`src/rtl/seg_bcd_counter.sv`:
```
// 8-digit BCD run/hold counter with prescaled tick, load/clear and leading-zero blanking.
// Commands act at the next mclk edge, upd one edge later; no backpressure, every command is accepted.
module seg_bcd_counter #(
  parameter int TICK_DIV = 50000,
  parameter int BLANK_LZ = 1
) (
  input  logic        mclk,
  input  logic        rst,
  input  logic        start_stop,
  input  logic        clr,
  input  logic        load,
  input  logic [31:0] load_val,
  output logic [31:0] bcd_out,
  output logic [7:0]  blank,
  output logic        upd,
  output logic        ovf,
  output logic        running,
  output logic        load_err
);

  localparam int PW = $clog2(TICK_DIV);
  localparam logic [PW-1:0] TERM = PW'(TICK_DIV - 1);

  typedef enum logic [1:0] {IDLE, RUN, HOLD} state_t;

  state_t        state;
  logic [PW-1:0] presc;
  logic          bcd_chg;
  logic [31:0]   fixed_val;
  logic          bad_digit;
  logic [31:0]   inc_val;
  logic          carry;
  logic          lz;

  // Illegal load digits are squashed to 0 and flagged.
  always_comb begin
    fixed_val = load_val;
    bad_digit = 1'b0;
    for (int k = 0; k < 8; k++) begin
      if (load_val[4*k +: 4] > 4'd9) begin
        fixed_val[4*k +: 4] = 4'd0;
        bad_digit = 1'b1;
      end
    end
  end

  always_comb begin
    inc_val = bcd_out;
    carry   = 1'b1;
    for (int k = 0; k < 8; k++) begin
      if (carry) begin
        if (bcd_out[4*k +: 4] == 4'd9) begin
          inc_val[4*k +: 4] = 4'd0;
        end else begin
          inc_val[4*k +: 4] = bcd_out[4*k +: 4] + 4'd1;
          carry = 1'b0;
        end
      end
    end
  end

  always_comb begin
    blank = 8'h00;
    lz    = 1'b1;
    for (int k = 7; k >= 1; k--) begin
      lz       = lz & (bcd_out[4*k +: 4] == 4'd0);
      blank[k] = lz;
    end
    if (BLANK_LZ == 0) blank = 8'h00;
  end

  assign running = (state == RUN);

  // bcd_chg marks an edge that changed bcd_out; upd replays it one edge later.
  always_ff @(posedge mclk or negedge rst) begin
    if (!rst) begin
      state    <= IDLE;
      presc    <= '0;
      bcd_out  <= '0;
      bcd_chg  <= 1'b0;
      upd      <= 1'b0;
      ovf      <= 1'b0;
      load_err <= 1'b0;
    end else begin
      upd      <= bcd_chg;
      bcd_chg  <= 1'b0;
      ovf      <= 1'b0;
      load_err <= 1'b0;
      if (clr) begin
        state   <= IDLE;
        presc   <= '0;
        bcd_out <= '0;
        bcd_chg <= (bcd_out != 32'd0);
      end else if (load) begin
        presc    <= '0;
        bcd_out  <= fixed_val;
        bcd_chg  <= (fixed_val != bcd_out);
        load_err <= bad_digit;
        if (state == IDLE && fixed_val != 32'd0) state <= HOLD;
      end else if (start_stop) begin
        if (state == RUN) begin
          state <= HOLD;
        end else begin
          state <= RUN;
          presc <= '0;
        end
      end else if (state == RUN) begin
        if (presc == TERM) begin
          presc   <= '0;
          bcd_out <= inc_val;
          bcd_chg <= 1'b1;
          ovf     <= carry;
        end else begin
          presc <= presc + 1'b1;
        end
      end
    end
  end

endmodule

```
`config.mk`:
```
export PLATFORM = sky130hd
export DESIGN_NAME = seg_bcd_counter
export DESIGN_NICKNAME = d
export VERILOG_FILES = /design/src/rtl/seg_bcd_counter.sv
export SDC_FILE = /design/constraint.sdc
export NUM_CORES = 1
export LEC_CHECK = 0
export ABC_AREA = 1
export CAP_MARGIN = 10
export CORE_ASPECT_RATIO = 2
export CORE_MARGIN = 1
export CORE_UTILIZATION = 42
export DETAILED_ROUTE_END_ITERATION = 8
export GPL_TIMING_DRIVEN = 1
export PLACE_DENSITY = 0.66
export SYNTH_ARGS = -nofsm -noshare
export SYNTH_HDL_FRONTEND = slang
export SYNTH_SLANG_ARGS = --single-unit
```
`constraint.sdc`:
```
create_clock -name mclk -period 2.01 [get_ports mclk]
set_clock_uncertainty 0.15 [all_clocks]
set_input_delay 0.402 -clock mclk [delete_from_list [all_inputs] [get_ports mclk]]
set_output_delay 0.402 -clock mclk [all_outputs]
set_load 0.005 [all_outputs]
```
==> results of run 1 <==
==> worst min-delay path by stage <==
stage                  from     endpoint  slack [ps]  depth (start not counted)
finish              bcd_chg          upd         210                          0
global route        bcd_chg          upd         220                          0
CTS                 bcd_chg          upd         210                          0
detailed placement      rst  bcd_out[26]         190                          1
global placement        rst  bcd_out[25]         190                          1
floorplan               rst      bcd_chg         -40                          0
==> state kept, by name, indices dropped and copies added, names as in the netlist <==
register and flops:
ovf 1, bcd_chg 1, state 2, bcd_out 32, load_err 1, upd 1, presc 16
==> worst max-delay path, cell delays in order (launching register included) <==
cell,delay [ps]
dfrtp_1,400
inv_2,60
nand4_1,160
nor2_2,230
nand2_2,120
buf_6,140
nor2_4,90
and3_4,180
buf_6,90
==> logic make-up (layout without fill, tap and decap cells) <==
family / count (synthesis) / in the layout / synth area share (%)
flip-flops: 54 / 54 / 31.5
AND/OR/NAND/NOR: 389 / 389 / 40.8
other: 1 / 1 / 0.0873
AO/OA/AOI/OAI: 110 / 110 / 14.0
XOR/XNOR: 16 / 16 / 3.26
adder cells (fa/ha/maj): 4 / 4 / 1.17
buffers and inverters: 100 / 331 / 9.21
==> area by class of cell <==
cell class,count,area (um2),share of cell area (%)
tap,132,165,2.46
inverter,89,334,4.98
multi-input combinational,520,2700,40.2
clock inverter,3,26.3,0.392
timing repair buffer,234,2010,29.9
clock buffer,5,125,1.87
sequential,54,1350,20.1
==> power groups by stage <==
stage	Clock, mW	Combinational (mW)	Sequential, mW
finish	0.929	1.45	1.20
global route	0.982	1.59	1.20
CTS	0.946	1.41	1.20
detailed placement	0	1.35	1.22
global placement	0	1.33	1.22
floorplan	0	0.496	1.28
==> through the flow <==
stage | power [mW] | utilization (%) | instances | setup TNS [ps]
after floorplan | 1.77 | - | 674 | 0
after global placement | 2.55 | 64.0 | 1016 | -7680
after detailed placement | 2.56 | 64.0 | 1016 | -8840
after CTS | 3.55 | 66.6 | 1032 | -1130
after global routing | 3.77 | 68.3 | 1037 | -1810
final | 3.58 | 68.3 | 1037 | -1070
==> per-layer routing <==
layer  vias up  GRT usage, %
met5         -             0
met4         0          15.3
met3        56          3.40
met2       229          56.8
met1      2474          31.2
li1       2677             -
==> placed cells by master (no fill, tap or decap), types with 4 or more instances in the layout <==
cell,n
nand2_1,191
buf_4,144
inv_1,78
nand3_1,68
clkdlybuf4s50_1,68
nor2_1,60
dfrtp_1,54
o21ai_0,45
a21oi_1,27
nand2_2,17
o21ai_1,16
xor2_1,15
nand4_1,14
inv_2,11
o22ai_1,11
buf_6,10
nor2_2,5
clkbuf_16,5
nor3_2,4
nor4_1,4
nor3_1,4
ha_1,4
buf_2,4
==> what timing repair did <==
action / 4_1_cts / 5_1_grt
hold buffers: 1 / 0
resized for setup: 44 / 52
buffers inserted: 7 / 5
pin swaps: 6 / 19
setup endpoints to repair: 10 / 40
endpoints found under the hold margin: 12 / 0
==> summary.md, run 1 <==
| Metric | Value |
|---|---|
| CTS Buffer Depth | 2 |
| TritonCTS Buffers | 5 |
| Overall Global Routing Usage | 30.3% |
| Critical Path AT | 1790 ps |
| Syn nets | 715 |
| Worst hold margin | 206 ps |
| Post-route cell area | 6710 um2 |
| CP Max Fanout | 2 |
| Largest net degree at the start of global routing | 32 |
| Worst setup SP type | register |
| Failing checks | setup timing |
| First-pass GRT wire length | 24800 um |
| Fin crit share | 116% |
| Required time of the critical path | 1460 ps |
| Die width | 73.5 um |
| DPL Wire Length | 12500 um |
| Reg2reg end | bcd_out[20] |
| Post-synth top area cell | dfrtp_1 |
| Share of layout cells above drive strength 1 | 25.5% |
| Total die area | 10700 um2 |
| Syn_area_per_cell | 6.37 um2 |
| Hold WC Path Type | register to register |
| Crit Path Category | register to primary output |
| Max_cap viols | 0 |
| Synthesis warning total | 0 |
| Fmax | 428 MHz |
| Synth cell types | 41 |
| Worst skew pair latency | 310 ps |
| Crit path to | blank[1] |
| Post-synthesis sequential area ratio | 31.5% |
| Vias per inst | 5.24 |
| H-tree levels | 2 |
| Post-Syn Area | 4290 um2 |
| DRT iter0 DRCs | 326 |
| WL final | 15800 um |
| Net Sw Frac | 34.5% |
| Run status | finished, violations left |
| WL met1 | 5580 um |
| Switching power | 1.23 mW |
| RSZ-0062 raised after global routing | yes |
| Final setup margin | -328 ps |
| Site Rows | 51 |
| Highest routed layer | met4 |
| Hold Violations, Final | 0 |
| Pre-CTS WS | -401 ps |
| Port bufs | 79 |
| EDFF count, synth | 0 |
| Area delta synth->final | 56.2% |
| Met3 Wirelength | 695 um |
| Final Max Slew Viols | 0 |
| Synth top cells by count | nand2_1, inv_1, nand3_1 |
| Synthesized instance count | 674 |
| Pint | 2.35 mW |
| Worst setup path start | bcd_out[31] |
| Total number of vias | 5436 |
| Area share of the largest cell type after synthesis | 31.5% |
| Min cycle time layout | 2340 ps |
| # diodes | 0 |
| TritonRoute pass-1 iters | 5 |
| CTS tree | built |
| #FFs+latches synth | 54 |
| GPL Wtd Cong | 0.971 |
| Worst flop-to-flop path startpoint | presc[10] |
| Wire length per cell | 15.2 um |
| Top post-synthesis cells by area | dfrtp_1, nand2_1, nand3_1 |
| Logic pwr share | 40.6% |
| Met2 wire length | 8690 um |
| Maximum vdd ir drop | 572 uV |
| Initial antenna violation count | 0 |
| Reg power frac | 33.5% |
| Clock transition at path regs | 80 ps |
| Die height | 145 um |
| Detail Route Antenna Nets | 0 |
| Most numerous cell in the Yosys netlist | nand2_1 |
| Ys flop type | dfrtp_1 |
| Final setup fails | 5 |
| Register-to-register setup slack | 20 ps |
| Initial Utilization | 43.7% |
| Vias in the first global route | 5380 |
| Pleak | 3.31 nW |
| Power share of the clock group | 25.9% |
| Total clock sinks | 54 |
| Top Ports | 81 |
| Placed Area | 6290 um2 |
| Core area | 9830 um2 |
| Fraction of registers with async set/reset | 100% |
| GRT overflow | 0 |
| Worst reg-to-reg path cell count | 7 |
| CP Capture Type | primary output |
| Root Buffer | clkbuf_16 |
| Fillers | 920 |
| PwrDens | 534 nW/um2 |
| Final #Nets | 945 |
| DRC Markers | 0 |
No activity file was read; power rests on OpenSTA's default activity.
==> inputs of run 2 (changes only) <==
--- a/config.mk
+++ b/config.mk
@@ -9,10 +9,10 @@
 export CAP_MARGIN = 10
 export CORE_ASPECT_RATIO = 2
 export CORE_MARGIN = 1
-export CORE_UTILIZATION = 42
+export CORE_UTILIZATION = 30
 export DETAILED_ROUTE_END_ITERATION = 8
 export GPL_TIMING_DRIVEN = 1
-export PLACE_DENSITY = 0.66
+export PLACE_DENSITY = 0.5
 export SYNTH_ARGS = -nofsm -noshare
 export SYNTH_HDL_FRONTEND = slang
 export SYNTH_SLANG_ARGS = --single-unit
==> run 2 against run 1 <==
Core utilization down 20 points. Design area rose by 1.5%. Maximum frequency up 3.3%. Largest cell class unchanged. Critical endpoint unchanged. The flow still finishes with violations (setup timing). First-iteration DRC count down 15%. Sequential power hardly changed.
==> summary.md, run 2 (synthesized netlist as in run 1, its figures left out) <==
| Metric | Value |
|---|---|
| Reg power frac | 32.3% |
| Root Buffer | clkbuf_16 |
| Number of buffer and inverter stages on the critical path | 3 |
| Top Registers | bcd_out: 32 flops, presc: 16 flops, state: 2 flops |
| WL final | 16700 um |
| GRT overflow | 0 |
| DPL Wire Length | 13500 um |
| Worst skew pair latency | 300 ps |
| Port bufs | 79 |
| Initial Utilization | 30.7% |
| Post-route cell area | 6810 um2 |
| PwrDens | 545 nW/um2 |
| Crit path largest cell delay | 400 ps |
| Share of layout cells above drive strength 1 | 26.5% |
| Final #Nets | 944 |
| Die height | 171 um |
| Total clock sinks | 54 |
| Vias in the first global route | 5549 |
| Placed cell count | 1071 |
| Maximum vdd ir drop | 440 uV |
| Top Ports | 81 |
| Min cycle time layout | 2260 ps |
| CP cell instances | inv_2, nand4_1, nor2_2, nand2_2, buf_6, nor2_4, and3_1, buf_2 |
| CTS tree | built |
| Failing checks | setup timing |
| Overall Global Routing Usage | 23.5% |
| CP Max Fanout | 2 |
| Final Max Slew Viols | 0 |
| Max_cap viols | 0 |
| Fillers | 1426 |
| Total number of vias | 5362 |
| Site Rows | 61 |
| Final Non-Filler Cells | 1093 |
| Hold WC Path Type | register to register |
| Crit Path Category | register to primary output |
| TritonCTS Buffers | 5 |
| Switching power | 1.23 mW |
| Power share of the clock group | 28.2% |
| Run status | finished, violations left |
| Clock transition at path regs | 80 ps |
| CTS Buffer Depth | 2 |
| Net Sw Frac | 33.2% |
| Initial antenna violation count | 0 |
| GPL Wtd Cong | 0.897 |
| Fin crit share | 113% |
| Register-to-register setup slack | 20 ps |
| Most frequent cells in the layout | nand2_1, buf_4, inv_1, nand3_1, clkdlybuf4s50_1 |
| TritonRoute pass-1 iters | 4 |
| Hold Violations, Final | 0 |
| Final setup fails | 6 |
| Required time of the critical path | 1460 ps |
| Pint | 2.48 mW |
| Detail Route Antenna Nets | 0 |
| Placed Area | 6330 um2 |
| DRT iter0 DRCs | 278 |
| CP max-delay cell | dfrtp_1 |
| RSZ-0062 raised after global routing | yes |
| Commonest non-fill, non-tap cell in the layout | nand2_1 |
| Critical Path AT | 1710 ps |
| Largest register FFs | 32 |
| Die width | 86.6 um |
| First-pass GRT wire length | 26700 um |
| Vias per inst | 4.91 |
| Largest Register | bcd_out |
| Wire length per cell | 15.3 um |
| # diodes | 0 |
| Largest net degree at the start of global routing | 55 |
| Core area | 14000 um2 |
| DRC Markers | 0 |
| Logic pwr share | 39.5% |
| Worst setup SP type | register |
| Cell family with most CP delay | simple AND/OR/NAND/NOR gates |
| Final setup margin | -253 ps |
| Fmax | 442 MHz |
| CP Capture Type | primary output |
| Pre-CTS WS | -373 ps |
| H-tree levels | 2 |
| Pleak | 3.32 nW |
| Area delta synth->final | 58.6% |
| Total die area | 14800 um2 |
-- run 2: power groups by stage --
stage | sequential [mW] | combinational, mW | clock [mW]
floorplan | 1.28 | 0.496 | 0
global placement | 1.22 | 1.36 | 0
detailed placement | 1.22 | 1.36 | 0
CTS | 1.20 | 1.44 | 1.08
global route | 1.21 | 1.62 | 1.11
finish | 1.20 | 1.47 | 1.05
-- run 2: final cells by class --
class                           count  area (um2)  share of cell area [%]
Clock buffer                        5         125                    1.84
Clock inverter                      3        47.5                   0.698
Inverter                           89         338                    4.96
Multi-Input combinational cell    520        2720                    40.0
Sequential cell                    54        1350                    19.8
Tap cell                          189         236                    3.47
Timing Repair Buffer              233        1990                    29.2
-- run 2: metrics by stage --
stage	util (%)	total power, mW	hold slack, ps	TNS [ps]
3_5_place_dp	45.3	2.58	287	-8260
6_report	48.8	3.71	303	-971
2_1_floorplan	-	1.77	-43.6	0
5_1_grt	48.8	3.94	298	-2350
3_3_place_gp	45.3	2.58	280	-7010
4_1_cts	47.3	3.72	305	-1020
-- run 2: worst reg2reg max path, stage by stage, from the launching register on --
cell and delay (ps):
dfrtp_1 390, nor2_2 160, nand3_2 120, nor3_4 260
nand3_4 170, o21ai_4 350, nand2_4 140, nand2_2 70
o21ai_1 60
-- run 2: final timing paths --
path,from,end,cells past startpoint
min in group asynchronous,rst,presc[12],3
worst max-delay path,bcd_out[28],blank[1],8
worst max register to register,presc[12],bcd_out[20],8
max in group asynchronous,rst,bcd_out[21],3
worst min register to register,bcd_chg,upd,0
worst min-delay path,bcd_chg,upd,0
-- run 2: per-layer routing --
layer / track usage, % / vias up / wire [um]
met4: 13.5 / 0 / 864
met2: 47.3 / 136 / 9620
met5: 0 / - / 0
met1: 22.4 / 2500 / 5810
li1: - / 2671 / -
met3: 2.16 / 55 / 387
-- run 2: repair_timing --
item,4_1_cts,5_1_grt
buffers inserted,10,7
pin swaps,7,18
resized for setup,43,70
setup endpoints to repair,15,35
hold buffers,1,0
endpoints found under the hold margin,54,0
==> inputs of run 3 (changes only) <==
==> constraint.sdc (replaced) <==
create_clock -name mclk -period 2.1 [get_ports mclk]
set_clock_uncertainty 0.15 [all_clocks]
set_input_delay 0.42 -clock mclk [delete_from_list [all_inputs] [get_ports mclk]]
set_output_delay 0.42 -clock mclk [all_outputs]
set_load 0.005 [all_outputs]
==> run 3 against run 2 <==
The flow still finishes with violations (setup timing). Sequential share of layout area is 0.52 points higher. Critical path depth stayed put. Global-route usage is 0.77 points lower. Sequential power is 4% lower. Worst setup slack better by 82 ps. Largest power group unchanged. Highest routed layer unchanged.
==> summary.md, run 3 (synthesized netlist as in run 1, its figures left out) <==
| Metric | Value |
|---|---|
| Run status | finished, violations left |
| Failing checks | setup timing |
| Crit Path Category | register to primary output |
| Site Rows | 61 |
| Root Buffer | clkbuf_16 |
| Vias in the first global route | 5427 |
| Final Non-Filler Cells | 1083 |
| Total clock sinks | 54 |
| Largest Register | bcd_out |
| RSZ-0062 raised after global routing | yes |
| Total die area | 14800 um2 |
| Detail Route Antenna Nets | 0 |
| Final setup margin | -171 ps |
| Fmax | 440 MHz |
| Min cycle time layout | 2270 ps |
| Core area | 14000 um2 |
| Max_cap viols | 0 |
| Wire length per cell | 15.3 um |
| Worst skew pair latency | 310 ps |
| Most frequent cells in the layout | nand2_1, buf_4, inv_1, clkdlybuf4s50_1, nand3_1 |
| Area delta synth->final | 54.7% |
| TritonCTS Buffers | 5 |
| CP Capture Type | primary output |
| Commonest non-fill, non-tap cell in the layout | nand2_1 |
| Die width | 86.6 um |
| Largest register FFs | 32 |
| Placed cell count | 1060 |
| Top Ports | 81 |
| WL final | 16500 um |
| Final setup fails | 5 |
| Hold WC Path Type | register to register |
| Largest net degree at the start of global routing | 30 |
| Share of layout cells above drive strength 1 | 23.6% |
| Worst flop-to-flop path startpoint | presc[10] |
| PwrDens | 515 nW/um2 |
| First-pass GRT wire length | 25900 um |
| Hold Violations, Final | 0 |
| TritonRoute pass-1 iters | 5 |
| Final Max Slew Viols | 0 |
| H-tree levels | 2 |
| Port bufs | 79 |
| Fin crit share | 108% |
| CTS tree | built |
| Initial Utilization | 30.7% |
| Critical Path AT | 1700 ps |
| Crit path to | blank[1] |
| Register-to-register setup slack | 130 ps |
| Worst setup path start | bcd_out[31] |
| # diodes | 0 |
| DRT iter0 DRCs | 216 |
| Final setup TNS | -424 ps |
| Pwr Total | 3.42 mW |
| Final #Nets | 934 |
| GRT overflow | 0 |
| Maximum vdd ir drop | 407 uV |
| Worst reg-to-reg path cell count | 8 |
| Total number of vias | 5332 |
| GPL Wtd Cong | 0.952 |
| Clock transition at path regs | 80 ps |
| DPL Wire Length | 13600 um |
| Worst setup SP type | register |
| CTS Buffer Depth | 2 |
| Die height | 171 um |
| Reg2reg end | bcd_out[28] |
| Overall Global Routing Usage | 22.8% |
| Required time of the critical path | 1530 ps |
| CP Max Fanout | 3 |
| Pleak | 3.23 nW |
| Top Registers | bcd_out: 32 flops, presc: 16 flops, state: 2 flops |
| Vias per inst | 4.92 |
| Initial antenna violation count | 0 |
| DRC Markers | 0 |
[run 3: area by class of cell]
type / instances / area (um2)
Fill cell: 1444 / 7330
Multi-Input combinational cell: 520 / 2650
Timing Repair Buffer: 223 / 1910
Sequential cell: 54 / 1350
Inverter: 89 / 334
Tap cell: 189 / 236
Clock buffer: 5 / 125
Clock inverter: 3 / 28.8
[run 3: repair_timing]
item,in CTS,in global routing
gates resized for setup,39,26
buffers inserted,9,8
endpoints found under the hold margin,9,0
setup endpoints to repair,10,26
pin swaps,9,14
hold buffers,1,0
[run 3: how the worst min path moves through the flow]
stage                        from   endpoint  slack, ps  depth (start not counted)
final                     bcd_chg        upd        280                          0
after global routing      bcd_chg        upd        290                          0
after CTS                 bcd_chg        upd        300                          0
after detailed placement      rst  presc[14]        180                          1
after global placement        rst  presc[12]        190                          1
after floorplan               rst    bcd_chg        -30                          0
[run 3: critical path, cell delays in order, from the launching register on]
cell and delay, ps:
dfrtp_1 390, inv_2 60, nand4_1 160, nor2_2 200
nand2_2 100, buf_6 140, nor2_4 90, and3_4 180
buf_6 80
[run 3: stage by stage]
step                instance area (um2)  setup WS [ps]  util [%]  hold slack (ps)
floorplan                          4290            127         -            -25.6
global placement                   6270           -242      44.9              186
detailed placement                 6270           -280      44.9              184
CTS                                6550           -202      46.9              303
global route                       6640           -275      47.5              293
finish                             6640           -171      47.5              280
[run 3: per-layer routing]
layer | track usage, % | routed length (um) | up-vias
met1 | 21.6 | 5780 | 2481
met2 | 45.8 | 9440 | 149
met5 | 0 | 0 | -
li1 | - | - | 2650
met4 | 13.6 | 861 | 0
met3 | 1.82 | 444 | 52
[run 3: report_power, final]
| part | leakage (nW) | internal, mW | total, mW | switching [mW] |
|---|---|---|---|---|
| sequential | 0.720 | 1.11 | 1.15 | 0.0396 |
| combinational | 2.43 | 0.679 | 1.38 | 0.705 |
| clock | 0.0759 | 0.457 | 0.891 | 0.435 |
| total | 3.23 | 2.24 | 3.42 | 1.18 |
